`src/rtl/instr_fetch_unit.sv`:
```
// Instruction fetch stage. It holds the PC, fetches words over a req/ack handshake
// and exposes the decoded fields, the zero flag and the condition evaluation.
//
// state   | meaning
// S_FETCH | request outstanding at pc, waiting for imem_ack
// S_HOLD  | instr valid, waiting for stall = 0 to retire
module instr_fetch_unit #(
  parameter logic [31:0] RESET_PC = 32'h0000_0000
) (
  input  logic        clk,
  input  logic        rst,
  output logic        imem_req,
  output logic [31:0] imem_addr,
  input  logic        imem_ack,
  input  logic [31:0] imem_rdata,
  input  logic        stall,
  input  logic        selPC,
  input  logic [31:0] branch_target,
  input  logic        flag_we,
  input  logic        flag_zero_in,
  output logic [31:0] instr,
  output logic        instr_valid,
  output logic [3:0]  condicion,
  output logic [1:0]  operation,
  output logic [5:0]  opcodes,
  output logic        zero,
  output logic        cond_pass,
  output logic [31:0] pc,
  output logic [31:0] pc_plus8
);

  localparam logic [0:0] S_FETCH = 1'b0;
  localparam logic [0:0] S_HOLD  = 1'b1;

  logic [0:0]  state;
  logic        retire;
  logic [31:0] pc_next;

  assign retire  = (state == S_HOLD) && !stall;
  assign pc_next = selPC ? {branch_target[31:2], 2'b00} : pc + 32'd4;

  always_ff @(posedge clk or posedge rst) begin
    if (rst) begin
      state       <= S_FETCH;
      pc          <= RESET_PC;
      instr       <= 32'h0;
      instr_valid <= 1'b0;
      zero        <= 1'b0;
    end else begin
      case (state)
        S_FETCH: begin
          if (imem_ack) begin
            instr       <= imem_rdata;
            instr_valid <= 1'b1;
            state       <= S_HOLD;
          end
        end
        S_HOLD: begin
          if (retire) begin
            pc          <= pc_next;
            instr_valid <= 1'b0;
            state       <= S_FETCH;
            if (flag_we) zero <= flag_zero_in;
          end
        end
        default: state <= S_FETCH;
      endcase
    end
  end

  // Gated by rst so the request drops the moment reset asserts.
  assign imem_req  = (state == S_FETCH) && !rst;
  assign imem_addr = pc;

  assign condicion = instr[31:28];
  assign operation = instr[27:26];
  assign opcodes   = instr[25:20];
  assign pc_plus8  = pc + 32'd8;

  always_comb begin
    cond_pass = 1'b0;
    case (condicion)
      4'b1110: cond_pass = 1'b1;
      4'b0000: cond_pass = zero;
      4'b0001: cond_pass = !zero;
      default: cond_pass = 1'b0;
    endcase
  end

endmodule
```
`config.mk`:
```
export PLATFORM = sky130hd
export DESIGN_NAME = instr_fetch_unit
export DESIGN_NICKNAME = d
export VERILOG_FILES = /design/src/rtl/instr_fetch_unit.sv
export SDC_FILE = /design/constraint.sdc
export NUM_CORES = 1
export LEC_CHECK = 0
export BUFFER_PORTS_ARGS = -buffer_cell sky130_fd_sc_hd__buf_2
export CORE_ASPECT_RATIO = 0.8
export CORE_MARGIN = 2
export CORE_UTILIZATION = 45
export CTS_CLUSTER_DIAMETER = 200
export CTS_CLUSTER_SIZE = 40
export DETAILED_ROUTE_END_ITERATION = 16
export PLACE_DENSITY = 0.79
export SKIP_LAST_GASP = 1
export SYNTH_ARGS = -nofsm -noshare
export SYNTH_HDL_FRONTEND = slang
export SYNTH_SLANG_ARGS = --single-unit
```
`constraint.sdc`:
```
create_clock -name clk -period 2.9 [get_ports clk]
set_clock_uncertainty 0.1 [all_clocks]
set_input_delay 0.435 -clock clk [delete_from_list [all_inputs] [get_ports clk]]
set_output_delay 0.435 -clock clk [all_outputs]
set_load 0.005 [all_outputs]
```
==> results.sh <==
export IMPL_yosysTopAreaCell="dfrtp_1"
export IMPL_clockBufferDepth=2
export IMPL_antenna_diode_count=0
export IMPL_grt_pass1_wl_um=20700
export IMPL_rsz0062_at_grt="false"
export IMPL_start_util_pct=47.0
export IMPL_die_area_mm2=0.0104
export IMPL_final_instance_count_excl_fill=731
export IMPL_cts_sinks=65
export IMPL_fin_crit_ns=2.76
export IMPL_insertion_delay_ns=0.33
export IMPL_maxCapViolations=0
export IMPL_p_per_area_mw_per_mm2=703
export IMPL_crit_type="reg2out"
export IMPL_cellLeakagePower_uw=0.00264
export IMPL_die_y_um=91.5
export IMPL_via_per_inst=5.78
export IMPL_crit_arrival_ns=2.22
export IMPL_synth_area_per_cell_um2=9.60
export IMPL_antenna_found_initial=0
export IMPL_path_delay_family="simple AND/OR/NAND/NOR gates"
export IMPL_path_clk_slew_ns=0.06
export IMPL_vias=4225
export IMPL_end_kind="output port"
export IMPL_critical_path_max_fanout=10
export IMPL_yosysWarnings=0
export IMPL_grt_pass1_vias=4044
export IMPL_drc_errors=0
export IMPL_slowest_stage="dfrtp_1"
export IMPL_dpl_hpwl_um=9650
export IMPL_numPortBuffers=206
export IMPL_routed_wl_um=13200
export IMPL_status="complete, no violations"
export IMPL_syn_to_final_growth_pct=28.6
export IMPL_ys_seq_area_share_pct=37.8
export IMPL_cts_hold_buf=0
export IMPL_rows=31
export IMPL_wl_per_cell_um=18.1
export IMPL_ys_flop_type="dfrtp_1"
export IMPL_h_tree_depth=3
export IMPL_slowest_delay_ns=0.59
export IMPL_worstPathCellList="nand4_2 -> or4_4 -> nor2_2 -> xor2_1 -> buf_2"
export IMPL_pre_cts_slack_ns=0.215
export IMPL_gr_total_overflow=0
export IMPL_io_pins=215
export IMPL_critical_path_startpoint_type="flip-flop"
export IMPL_drive_above_1_share_pct=49.0
export IMPL_hold_violations=0
export IMPL_cts_root_buf="clkbuf_16"
export IMPL_relSlewSlack_pct=48.6
export IMPL_hold_class="in2async"
export IMPL_critPathRequiredTime_ns=2.37
export IMPL_slew_viol_final=0
export IMPL_synthCells=448
export IMPL_tns_ns=0
export IMPL_power_total_uw=3890
export IMPL_dp_cells=711
export IMPL_die_w_um=113
export IMPL_path_buf_inv=1
export IMPL_grt_max_degree=37
export IMPL_ir_worst_vdd_uv=482
export IMPL_setup_ws_ns=0.143
export IMPL_final_common_cell="buf_2"
export IMPL_max_freq_mhz=363
export IMPL_numCtsBuffers=9
export IMPL_synth_edf_count=0
export IMPL_grt_total_usage_pct=25.3
export IMPL_fin_crit_sh_pct=95.1
export IMPL_ys_async_sr_fraction_pct=100
export IMPL_drt_initial_drc_count=275
export IMPL_synthTopCellsByArea="dfrtp_1, mux2_2, buf_4"
export IMPL_nets=685
export IMPL_synthDominantCellAreaShare_pct=37.8
export IMPL_worstMarginPinSlew_ns=0.771
export IMPL_ant_nets=0
export IMPL_fp_coreArea_mm2=0.00915
export IMPL_setup_viol=0
export IMPL_dr_pass1_iters=4
export IMPL_cts_tree="yes"
export IMPL_ys_types=59
export IMPL_layout_common_cells="buf_2, dfrtp_1, mux2_2"
export IMPL_ys_ff_latch=65
export IMPL_synth_area_mm2=0.00430
export IMPL_place_congestion=0.938
[cell families after synthesis]
kind of cell / synth area share (%)
simple gates: 21.1
other cells: 0.0872
compound gates: 12.9
buf+inv: 12.6
mux: 9.13
xor+xnor: 5.70
fa+ha+maj: 0.582
flops: 37.8
[metrics by stage]
step / hold WS, ns / utilization (%) / area (um^2)
4_1_cts: 0.126 / 59.9 / 5480
3_3_place_gp: 0.383 / 56.2 / 5140
6_report: 0.113 / 60.4 / 5530
3_5_place_dp: 0.396 / 56.2 / 5140
5_1_grt: 0.154 / 60.4 / 5530
2_1_floorplan: 0.391 / - / 4320
[what timing repair did]
action,CTS,global route
gates resized for setup,1,6
pin swaps,1,1
endpoints found under the setup margin,6,13
setup buffers,3,2
[final cells by class]
cell class                      instances  area, um^2
Clock buffer                           12         246
Inverter                                6        22.5
Tap cell                              115         144
Timing Repair Buffer                  231        1230
Fill cell                             793        3620
Multi-Input combinational cell        299        2200
Clock inverter                          3        65.1
Sequential cell                        65        1630
[where the power goes]
group	leakage, uW	internal, uW	switching [uW]	total [uW]
Clock	0.000153	770	395	1170
Sequential	0.000775	1110	303	1410
Combinational	0.00171	664	647	1310
[state kept, by name, indices dropped and copies added (netlist names)]
| signal | cells |
|---|---|
| imem_addr | 30 |
| instr | 32 |
| instr_valid | 1 |
| state | 1 |
| zero | 1 |
[final timing paths]
path	start	endpoint	slack, ns	cells after the start
worst max register to register	imem_addr[3]$_DFFE_PP0P_	imem_addr[24]$_DFFE_PP0P_	0.56	5
worst max-delay path	imem_addr[13]$_DFFE_PP0P_	pc_plus8[19]	0.14	5
max in group asynchronous	rst	imem_addr[27]$_DFFE_PP0P_	1.95	3
worst min-delay path	rst	instr[12]$_DFFE_PP0P_	0.11	2
worst min register to register	instr[7]$_DFFE_PP0P_	instr[7]$_DFFE_PP0P_	0.40	1
min in group clk	imem_rdata[6]	instr[6]$_DFFE_PP0P_	0.24	2
[Yosys cell counts, types with 3 or more instances]
library cell,n
o2bb2ai_1,3
buf_1,3
nor3_1,13
a211oi_1,8
o22ai_1,8
nor2_1,30
o21ai_0,17
a21oi_1,15
dfrtp_1,65
nand4_1,7
nand2b_1,3
a22oi_1,4
xor2_1,10
buf_2,14
clkbuf_1,14
and3_1,6
nor4_1,10
inv_1,6
nand2_1,24
and2_1,3
nand4_2,3
nand4b_1,3
o21a_1,4
and4_1,6
nand3_1,15
mux2_2,34
a311oi_1,8
buf_4,50
xnor2_1,18
nor4_4,4
or3_1,3
[metal layers]
layer / part of all wire [%] / global-route usage (%) / up-vias
li1: - / - / 1902
met1: 42 / 33.6 / 2066
met2: 48 / 40.3 / 236
met3: 8.3 / 6.07 / 21
met4: 1.5 / 8.74 / 0
met5: 0 / 0 / -
(Power assumes the default switching activity.)
